==> src/rtl/io_port_ctrl.sv <==
// Memory-mapped I/O port controller: output registers, synchronised inputs,
// sticky rising-edge flags with per-bit masks and a combined irq line.
module io_port_ctrl #(
    parameter int DATA_W = 8,
    parameter int ADDR_W = 8,
    parameter int N_OUT  = 4,
    parameter int N_IN   = 2
) (
    input  logic                     clk,
    input  logic                     reset,
    input  logic                     wr_en,
    input  logic                     rd_en,
    input  logic [ADDR_W-1:0]        addr,
    input  logic [DATA_W-1:0]        wr_data,
    output logic [DATA_W-1:0]        rd_data,
    output logic                     rd_valid,
    input  logic [N_IN*DATA_W-1:0]   fpga_in,
    output logic [N_OUT*DATA_W-1:0]  fpga_out,
    output logic                     irq
);

    localparam int GW = ADDR_W - 4;

    logic [DATA_W-1:0] out_q   [N_OUT];
    logic [DATA_W-1:0] sync1_q [N_IN];
    logic [DATA_W-1:0] sync2_q [N_IN];
    logic [DATA_W-1:0] prev_q  [N_IN];
    logic [DATA_W-1:0] flag_q  [N_IN];
    logic [DATA_W-1:0] mask_q  [N_IN];
    logic [DATA_W-1:0] flag_nxt[N_IN];
    logic [DATA_W-1:0] rd_mux;
    logic [1:0]        arm_q;
    logic              armed;

    logic [GW-1:0] grp;
    logic [3:0]    idx;
    logic          grp_out, grp_in, grp_flag, grp_mask;

    assign grp      = addr[ADDR_W-1:4];
    assign idx      = addr[3:0];
    assign grp_out  = (grp == GW'(0));
    assign grp_in   = (grp == GW'(1));
    assign grp_flag = (grp == GW'(2));
    assign grp_mask = (grp == GW'(3));
    assign armed    = (arm_q == 2'd3);

    // Out-of-range channels simply never match, so they read as zero.
    always_comb begin
        rd_mux = '0;
        unique case (1'b1)
            grp_out:
                for (int k = 0; k < N_OUT; k++)
                    if (idx == 4'(k)) rd_mux = out_q[k];
            grp_in:
                for (int k = 0; k < N_IN; k++)
                    if (idx == 4'(k)) rd_mux = sync2_q[k];
            grp_flag:
                for (int k = 0; k < N_IN; k++)
                    if (idx == 4'(k)) rd_mux = flag_q[k];
            grp_mask:
                for (int k = 0; k < N_IN; k++)
                    if (idx == 4'(k)) rd_mux = mask_q[k];
            default: rd_mux = '0;
        endcase
    end

    // Hardware set is OR-ed in after the clear, so a same-cycle set wins.
    always_comb begin
        for (int k = 0; k < N_IN; k++) begin
            logic [DATA_W-1:0] clr;
            logic [DATA_W-1:0] rise;
            clr  = (wr_en && grp_flag && idx == 4'(k)) ? wr_data : '0;
            rise = armed ? (sync2_q[k] & ~prev_q[k]) : '0;
            flag_nxt[k] = (flag_q[k] & ~clr) | rise;
        end
    end

    always_ff @(posedge clk) begin
        if (reset) begin
            for (int k = 0; k < N_OUT; k++) out_q[k] <= '0;
            for (int k = 0; k < N_IN; k++) begin
                sync1_q[k] <= '0;
                sync2_q[k] <= '0;
                prev_q[k]  <= '0;
                flag_q[k]  <= '0;
                mask_q[k]  <= '0;
            end
            arm_q    <= 2'd0;
            rd_data  <= '0;
            rd_valid <= 1'b0;
        end else begin
            rd_valid <= rd_en;
            if (rd_en) rd_data <= rd_mux;
            if (!armed) arm_q <= arm_q + 2'd1;
            for (int k = 0; k < N_OUT; k++)
                if (wr_en && grp_out && idx == 4'(k))
                    out_q[k] <= wr_data;
            for (int k = 0; k < N_IN; k++) begin
                sync1_q[k] <= fpga_in[k*DATA_W +: DATA_W];
                sync2_q[k] <= sync1_q[k];
                prev_q[k]  <= sync2_q[k];
                flag_q[k]  <= flag_nxt[k];
                if (wr_en && grp_mask && idx == 4'(k))
                    mask_q[k] <= wr_data;
            end
        end
    end

    always_comb begin
        fpga_out = '0;
        for (int k = 0; k < N_OUT; k++)
            fpga_out[k*DATA_W +: DATA_W] = out_q[k];
    end

    always_comb begin
        irq = 1'b0;
        for (int k = 0; k < N_IN; k++)
            irq = irq | (|(flag_q[k] & mask_q[k]));
    end

endmodule

==> config.mk <==
export PLATFORM = sky130hd
export DESIGN_NAME = io_port_ctrl
export DESIGN_NICKNAME = d
export VERILOG_FILES = /design/src/rtl/io_port_ctrl.sv
export SDC_FILE = /design/constraint.sdc
export NUM_CORES = 1
export LEC_CHECK = 0
export CAP_MARGIN = 20
export CORE_MARGIN = 2
export CORE_UTILIZATION = 54
export CTS_CLUSTER_SIZE = 25
export DETAILED_ROUTE_END_ITERATION = 10
export PLACE_DENSITY = 0.79
export SYNTH_ARGS = -nofsm -noshare
export SYNTH_HDL_FRONTEND = slang
export SYNTH_SLANG_ARGS = --single-unit
export TNS_END_PERCENT = 20
==> constraint.sdc <==
create_clock -name clk -period 3 [get_ports clk]
set_clock_uncertainty 0.15 [all_clocks]
set_input_delay 0.45 -clock clk [delete_from_list [all_inputs] [get_ports clk]]
set_output_delay 0.45 -clock clk [all_outputs]
set_load 0.05 [all_outputs]
==> results, run 1 <==
- The critical path's top delay family is compound AO/OA/AOI/OAI gates.
- After detailed routing, the number of remaining DRC violations is 0.
- The nature of the critical path endpoint is a primary output.
- The number of diodes is 0.
- Setup repair after global routing left no endpoint under its margin.
- The total negative slack for setup checks is 0 ns.
- The signal on the critical path passes through a22o_1 > a221oi_1 > nand4_1 > dlygate4sd2_1.
- The maximum operating frequency is 368 MHz.
- The die extent in x is 102 µm.
- In this run, synthesis inferred 48 flip-flops with an integrated enable.
- The post-layout instance area is 6650 µm².
- The pin slew with the least headroom to its limit is 0.743 ns.
- STA classifies the critical path startpoint as a flop.
- The data required time of the critical path is 2.40 ns.
- After synthesis, the mean cell area works out to 11.2 µm².
- Data on the critical path arrives at its endpoint at 2.11 ns.
- In the routed layout, each cell is associated on average with a via count of roughly 5.7.
- The number of cells produced by synthesis is 460.
- The largest total area in the synthesized netlist belongs to sky130_fd_sc_hd__dfxtp_1.
- After detailed routing, the average wire length per cell comes to 19.3 µm.
- The worst pin sits at a relative slew slack of 0.505.
- The count of pins on the block boundary is 78.
- The longest clock path from root to sink contains 2 buffers.
- The kind of critical path is reg -> out.
- Relative to the synthesized area, the layout overhead comes to 28.9%.
- The library cell used as clock root buffer is sky130_fd_sc_hd__clkbuf_8.
- After synthesis the cells add up to 5160 µm².
- The hold violation count in the final report came to 0.
- For this run, the leading register cell type out of synthesis is sky130_fd_sc_hd__dfxtp_1.
- The power per standard cell area is between 600 and 700 nW/µm².
- The largest single stage delay on the critical path is 0.46 ns.
- The antenna violation net count after detailed routing is 0.
- The clock period could shrink to about 2.7 ns.
- The Yosys warning count is 0.
- The total setup violations reported at the end of the flow is 0.
- In the post-route analysis, the smallest setup slack over all paths is between 0.2 and 0.3 ns.
- Hold is met by around 0.15 ns.
- The maximum level of the CTS H-tree is 4.
- The via count of the first global-routing pass is 3752.
- The maximum vdd drop is 0.000451 V.
- The worst setup slack after placement is 0.197 ns.
- The placement row count is 35.
- In this run the worst path has a maximum fanout of 2.
- The commonest cells after synthesis are 75 x sky130_fd_sc_hd__dfxtp_1, 65 x sky130_fd_sc_hd__nor2b_1, 48 x sky130_fd_sc_hd__edfxtp_1.
- The run finished with clean final reports.
- Sorting the synthesized cells by area gives the leading types as sky130_fd_sc_hd__dfxtp_1 29%, sky130_fd_sc_hd__edfxtp_1 28%, sky130_fd_sc_hd__nor2b_1 7.9%.
- The core box area is 9240 µm².
- Summing all multi-input logic gate instances after layout gives roughly 2000 µm².
- The clock reaches the later pin of the worst-skew pair after slightly above 0.5 ns.
- The share of synthesized area occupied by flip-flops and latches is 0.570.
- Entering global routing, the biggest net connects 70 pins.
- After the last flow step, the layout net total stands at 582.
- The die is ~100 µm tall.
- The number of max-slew violations in the final report is 0.
- The initial utilization of the core area, before any placement, comes to 0.559.
- The largest individual stage delay along the critical path comes from the cell sky130_fd_sc_hd__dlygate4sd2_1.
- The via count is 3929.
- The number of fill cells is 662.
- Counting both buffers and inverters, the worst setup path holds a total of 1.
- The global-route wire length before repair is 20.2 mm.
- The number of input and output port buffers inserted is 77.
- Registers take around 2900 µm².
- In the synthesized netlist the async set-or-reset flop fraction comes to 0.
- In this run the post-CTS setup repair buffer count came out at 0.
- The post-route fraction of the period consumed by the critical path is 0.905.
- The starting DRC count in detailed routing is 268.
- The detailed placement HPWL is 9.60 mm.
- The number of antenna violations at the first check in global routing is 0.
- The CTS buffer count is 17.
- CTS saw 123 sinks.
- The CTS tree is yes.
- The post-place instance area is about 6000 µm².
- The clock-pin slew on the worst setup and hold paths is 0.06 ns.
- The aggregate global-route resource usage is 0.266.
- The synthesized design contains 123 register bits.
- Across the run, the number of max-cap violations was 0.
- The placer congestion estimate is 0.919.
- The iteration count of the initial detailed-routing pass is 5.
- The class of the worst hold path is in -> reg.
- After detailed routing, the total wire length is 13.3 mm.
- The share of the synthesized area in the top cell type is 0.291.
- The area of the die is 10400 µm².
- Setup slack on the worst reg-to-reg path comes out at between 1 and 1.5 ns.
- The count of distinct cell types in the synthesized netlist is 46.
- The total overflow left after global routing is 0.
- sky130_fd_sc_hd__dfxtp_1 is the most common cell in the netlist.
- In the final layout, the share of cells above drive strength 1 is 0.129.
- For this design the static power due to leakage is 2.36 nW.
- Counting every net in the synthesized netlist gives 497.
path summary, 6_finish.rpt:
check	cells past startpoint	endpoint	from
max	4	irq	mask_q[0][2]
min reg2reg	1	sync2_q[0][9]	sync1_q[0][9]
min	2	sync1_q[0][2]	reset
max reg2reg	3	arm_q[1]	arm_q[0]
logic make-up (layout without fill, tap and decap cells):
kind of cell,Yosys count,in the layout,synth area share
AO/OA/AOI/OAI,89,89,0.118
XOR/XNOR,1,1,0.00170
adder cells (fa/ha/maj),1,1,0.00242
buffers and inverters,42,140,0.0405
flip-flops,123,123,0.570
multiplexers,29,29,0.0562
AND/OR/NAND/NOR,175,175,0.211
stage by stage:
step           std cells  power [W]  utilization
2_1_floorplan        460    0.00212            -
3_3_place_gp         655    0.00229        0.659
3_5_place_dp         655    0.00230        0.659
4_1_cts              687    0.00419        0.720
5_1_grt              687    0.00429        0.720
6_report             687    0.00418        0.720
cell type report:
class	count	area share
flip-flops and latches	123	0.442
clock inverters	13	0.0171
well taps	129	0.0243
multi-input cells	295	0.302
repair buffers	98	0.140
inverters	10	0.00564
clock buffers	19	0.0681
worst register-to-register path, cell delays in order (launching register included):
cell and delay (ns):
sky130_fd_sc_hd__dfxtp_1 0.35, sky130_fd_sc_hd__ha_1 0.65, sky130_fd_sc_hd__mux2i_1 0.26, sky130_fd_sc_hd__nor2_1 0.05
flip-flops by register name, summed over array words and instances (netlist names):
name      count
out_q        32
prev_q       16
rd_valid      1
arm_q         2
rd_data       8
flag_q       16
sync1_q      16
sync2_q      16
mask_q       16
layer usage:
metal,wire (µm),share of wire,global-route usage
met1,5650,0.43,0.355
met2,6180,0.47,0.404
met3,969,0.073,0.0663
met4,473,0.036,0.132
met5,0,0,0
cell usage in the layout (no fill, tap or decap), types with 16 or more instances in the layout:
cell type and count:
sky130_fd_sc_hd__mux2i_1 29, sky130_fd_sc_hd__nor2b_1 65, sky130_fd_sc_hd__dfxtp_1 75, sky130_fd_sc_hd__nor4_1 24
sky130_fd_sc_hd__nand3b_1 16, sky130_fd_sc_hd__buf_4 20, sky130_fd_sc_hd__edfxtp_1 48, sky130_fd_sc_hd__clkbuf_16 17
sky130_fd_sc_hd__clkdlybuf4s50_1 75, sky130_fd_sc_hd__and2_1 18, sky130_fd_sc_hd__nor2_1 23, sky130_fd_sc_hd__a21oi_1 23
power breakdown:
group	switching [W]	internal, W	total, W
Combinational	0.000259	0.000161	0.000420
Clock	0.000739	0.00117	0.00191
Sequential	0.0000436	0.00181	0.00185
Total	0.00104	0.00314	0.00418
timing repair:
item,CTS,global route
setup endpoints to repair,1,0
gates resized for setup,1,0
hold buffers,0,0
No activity file was read; power rests on OpenSTA's default activity.
==> run 2: changes to the inputs <==
--- a/config.mk
+++ b/config.mk
@@ -5,6 +5,7 @@
 export SDC_FILE = /design/constraint.sdc
 export NUM_CORES = 1
 export LEC_CHECK = 0
+export ABC_AREA = 1
 export CAP_MARGIN = 20
 export CORE_MARGIN = 2
 export CORE_UTILIZATION = 54
==> constraint.sdc (replaced) <==
create_clock -name clk -period 3 [get_ports clk]
set_clock_uncertainty 0.15 [all_clocks]
set_input_delay 0.45 -clock clk [delete_from_list [all_inputs] [get_ports clk]]
set_output_delay 0.45 -clock clk [all_outputs]
set_load 0.1 [all_outputs]
==> run 2 against run 1 <==
Net effect:
- synthesized area grew 1.4%
- total power grew 2.9%
- worst hold slack gained 0.10 ns
- critical endpoint unchanged
- largest cell class unchanged
- largest power group unchanged
==> results, run 2 <==
- The average cell area after synthesis is 8.17 µm² (was 11.2 µm²).
- The dominant register cell in the synthesized netlist is sky130_fd_sc_hd__dfxtp_1 (unchanged).
- The maximum buffer depth of the clock tree is 2 (unchanged).
- The data required time of the critical path came to 2.40 ns (about the same).
- The final wirelength is 14.0 mm (was 13.3 mm).
- The last element of the critical path is irq (unchanged).
- The power per standard cell area is 656 nW/µm² (was 628 nW/µm²).
- The number of flip-flops in the largest register is 32 (unchanged).
- The ratio of routed vias to standard cells is 5.36 (was 5.72).
- The floorplan die height was 102 µm (about the same).
- The register bit total from synthesis was 123 (unchanged).
- The global routing met3 resource utilization is 0.0698 (was 0.0663).
- The cell taking the most area after synthesis is sky130_fd_sc_hd__dfxtp_1 (unchanged).
- Commonest cells after routing, fill and taps aside: 130 x sky130_fd_sc_hd__nor2_1, 122 x sky130_fd_sc_hd__nand2_1, 79 x sky130_fd_sc_hd__inv_1 (was 75 x sky130_fd_sc_hd__dfxtp_1, 75 x sky130_fd_sc_hd__clkdlybuf4s50_1, 65 x sky130_fd_sc_hd__nor2b_1).
- The total negative slack for setup checks came to 0 ns (unchanged).
- The effective utilization at floorplan came to 0.561 (was 0.559).
- The CTS tree is yes (unchanged).
- Ranking of synthesized cells by area: sky130_fd_sc_hd__dfxtp_1 29%, sky130_fd_sc_hd__edfxtp_1 28%, sky130_fd_sc_hd__nor2_1 9.4% (was sky130_fd_sc_hd__dfxtp_1 29%, sky130_fd_sc_hd__edfxtp_1 28%, sky130_fd_sc_hd__nor2b_1 7.9%).
- The most common library cell in the layout ignoring fill and taps is sky130_fd_sc_hd__nor2_1.
- The post-route fraction of the period consumed by the critical path was 0.820 (was 0.905).
- The maximum vdd drop was 0.000476 V (was 0.000451 V).
- The number of diodes is 0 (unchanged).
- The critical-path maximum fanout came to 2 (unchanged).
- The via count is 4629 (was 3929).
- The share of the synthesized area in the top cell type is 0.287 (was 0.291).
- The detailed placement HPWL came to 9.79 mm (was 9.60 mm).
- The number of input and output port buffers inserted is 77 (unchanged).
- The iteration count of the initial detailed-routing pass is 6 (was 5).
- The count of pins on the block boundary was 78 (unchanged).
- The placer congestion estimate was 0.932 (was 0.919).
- The worst hold path cell count is 2 (unchanged).
- The library cell used as clock root buffer is sky130_fd_sc_hd__clkbuf_8 (unchanged).
- The Yosys warning count is 0 (unchanged).
- The number of antenna violations at the first check in global routing is 0 (unchanged).
- The max-cap check violation count was 0 (unchanged).
- The number of max-slew violations in the final report is 0 (unchanged).
- The met2 capacity usage during global routing was 0.431 (was 0.404).
- The final layout net count was 758 (was 582).
- The die extent in x came to 102 µm (about the same).
- The share of layout cells above drive strength 1 is 0.139 (was 0.129).
- The count of distinct cell types in the synthesized netlist is 27 (was 46).
- The most used routing layer in global routing was met2 (unchanged).
- The nature of the critical path endpoint is a primary output (unchanged).
- The most frequent cell after synthesis is sky130_fd_sc_hd__nor2_1 (was sky130_fd_sc_hd__dfxtp_1).
- The async set or reset register ratio after synthesis is 0 (unchanged).
- The global routing usage on met1 came to 0.378 (was 0.355).
- The post-CTS setup-driven buffer insertion count is 0 (unchanged).
- The maximum level of the CTS H-tree came to 4 (unchanged).
- The kind of critical path is reg -> out (unchanged).
- The CTS buffer count is 17 (unchanged).
- The number of enable-type register cells in the synthesized netlist came to 48 (unchanged).
- The critical path startpoint category is a flop (unchanged).
- The latest clock arrival within the worst-skew pair was 0.52 ns (was 0.51 ns).
- The post-synthesis instance area is 5230 µm² (was 5160 µm²).
- The endpoint of the most critical register-to-register path was flag_q[0][14] (was arm_q[1]).
- The global-route wire length before repair was 21.5 mm (was 20.2 mm).
- The worst-case register-to-register setup slack is 1.25 ns (was 1.41 ns).
- The maximum operating frequency is 407 MHz (was 368 MHz).
- The detailed-route DRC error count is 0 (unchanged).
- The residual overflow from global routing is 0 (unchanged).
- The quantity of gates resized following cts came to 0 (was 1).
- The relative area change from synthesis to final layout is 25.3% (was 28.9%).
- The total setup violations reported at the end of the flow is 0 (unchanged).
- The shortest clock period the worst path allows after layout was 2.46 ns (was 2.71 ns).
- The placement row count was 35 (unchanged).
- The number of nets in the synthesized netlist is 678 (was 497).
- Unrepaired setup endpoints after global routing: false (unchanged).
- The startpoint of the lowest-slack register-to-register path is arm_q[0] (unchanged).
- The post-layout instance area was 6560 µm² (was 6650 µm²).
- Result of the run: finished, final reports clean (unchanged).
- The relative max-transition margin came to 0.525 (was 0.505).
- The TritonCTS sink count was 123 (unchanged).
- The starting DRC count in detailed routing was 492 (was 268).
- The clock-pin slew on the worst setup and hold paths is 0.06 ns (about the same).
- The pin slew with the least headroom to its limit was 0.712 ns (was 0.743 ns).
- The antenna violation net count after detailed routing is 0 (unchanged).
- The via count of the first global-routing pass is 4282 (was 3752).
- The aggregate global-route resource usage was 0.277 (was 0.266).
- The number of cells produced by synthesis is 641 (was 460).
- The post-place instance area is 5990 µm² (was 6090 µm²).
- The mean routed wirelength per cell was 16.2 µm (was 19.3 µm).
- The register containing the most flip-flops in the final layout was out_q (unchanged).
- The cell leakage power came to 2.89 nW (was 2.36 nW).
- The timing startpoint of the critical path was mask_q[0][5] (was mask_q[0][2]).
- The logic depth of the worst register-to-register path is 5 (was 3).
- The data arrival time of the critical path came to 1.86 ns (was 2.11 ns).
- The largest net degree at the start of global routing is 75 (was 70).
- The core box area was 9330 µm² (was 9240 µm²).
- Leading cell types by count after synthesis: 131 x sky130_fd_sc_hd__nor2_1, 122 x sky130_fd_sc_hd__nand2_1, 79 x sky130_fd_sc_hd__inv_1 (was 75 x sky130_fd_sc_hd__dfxtp_1, 65 x sky130_fd_sc_hd__nor2b_1, 48 x sky130_fd_sc_hd__edfxtp_1).
- The class of the worst hold path was reg -> reg (was in -> reg).
- The share of synthesized area occupied by flip-flops and latches was 0.562 (was 0.570).
- The hold violation count in the final report is 0 (unchanged).
- The quantity of hold-fixing buffers added after cts was 0 (unchanged).
- The area of the die came to 10500 µm² (was 10400 µm²).
## run 2: cell types whose count changed after synthesis, sizes merged, moves of 18 or more
cell   before  now
and2       18    0
inv        10   85
mux2i      29    0
nand2       6  123
nand3       4   76
nor2       25  136
nor2b      65    0
nor4       25    0
## run 2: final cells by class
cell class / instances / area (µm²)
multi-input combinational: 408 / 1840
timing repair buffer: 85 / 721
tap: 129 / 161
fill: 759 / 2770
clock buffer: 20 / 457
clock inverter: 12 / 110
inverter: 86 / 323
sequential: 123 / 2940
## run 2: per-stage QoR
step / utilization / instances / hold WS [ns] / power, W / setup slack (ns)
floorplan: - / 641 / 0.238 / 0.00223 / 0.790
global placement: 0.642 / 831 / 0.245 / 0.00238 / 0.471
CTS: 0.703 / 863 / 0.257 / 0.00431 / 0.567
global route: 0.703 / 863 / 0.273 / 0.00443 / 0.430
finish: 0.703 / 863 / 0.254 / 0.00430 / 0.541
detailed placement: 0.642 / 831 / 0.249 / 0.00239 / 0.413
## run 2: worst min path at each step
stage | slack (ns) | start | endpoint
finish | 0.25 | sync1_q[0][5] | sync2_q[0][5]
global route | 0.27 | sync1_q[0][5] | sync2_q[0][5]
CTS | 0.26 | sync1_q[0][5] | sync2_q[0][5]
detailed placement | 0.25 | sync1_q[0][0] | sync2_q[0][0]
global placement | 0.25 | sync1_q[0][14] | sync2_q[0][14]
floorplan | 0.24 | sync1_q[0][0] | sync2_q[0][0]
## run 2: kinds of logic (layout without fill, tap and decap cells)
group           after synthesis  in the layout  share of synthesized area
buf+inv                     110            203                     0.0870
fa+ha+maj                     1              1                    0.00239
flops                       123            123                      0.562
simple gates                350            350                      0.290
xor+xnor                      1              1                    0.00167
compound gates               56             56                     0.0564
## run 2: metal layers
layer	vias up	part of all wire
li1	2206	-
met1	2150	0.42
met2	245	0.47
met3	28	0.087
met4	0	0.021
met5	-	0
## run 2: critical path, cell delays in order, from the launching register on
cell	delay [ns]
sky130_fd_sc_hd__edfxtp_1	0.39
sky130_fd_sc_hd__nand2_1	0.13
sky130_fd_sc_hd__nand2_1	0.06
sky130_fd_sc_hd__a221oi_1	0.28
sky130_fd_sc_hd__nand4_1	0.20
sky130_fd_sc_hd__buf_4	0.28
## run 2: report_power, final
| group | internal, W | total [W] | leakage (nW) | switching [W] |
|---|---|---|---|---|
| clock network | 0.00118 | 0.00194 | 0.285 | 0.000761 |
| logic | 0.000125 | 0.000508 | 1.53 | 0.000383 |
| registers | 0.00181 | 0.00185 | 1.07 | 0.0000453 |
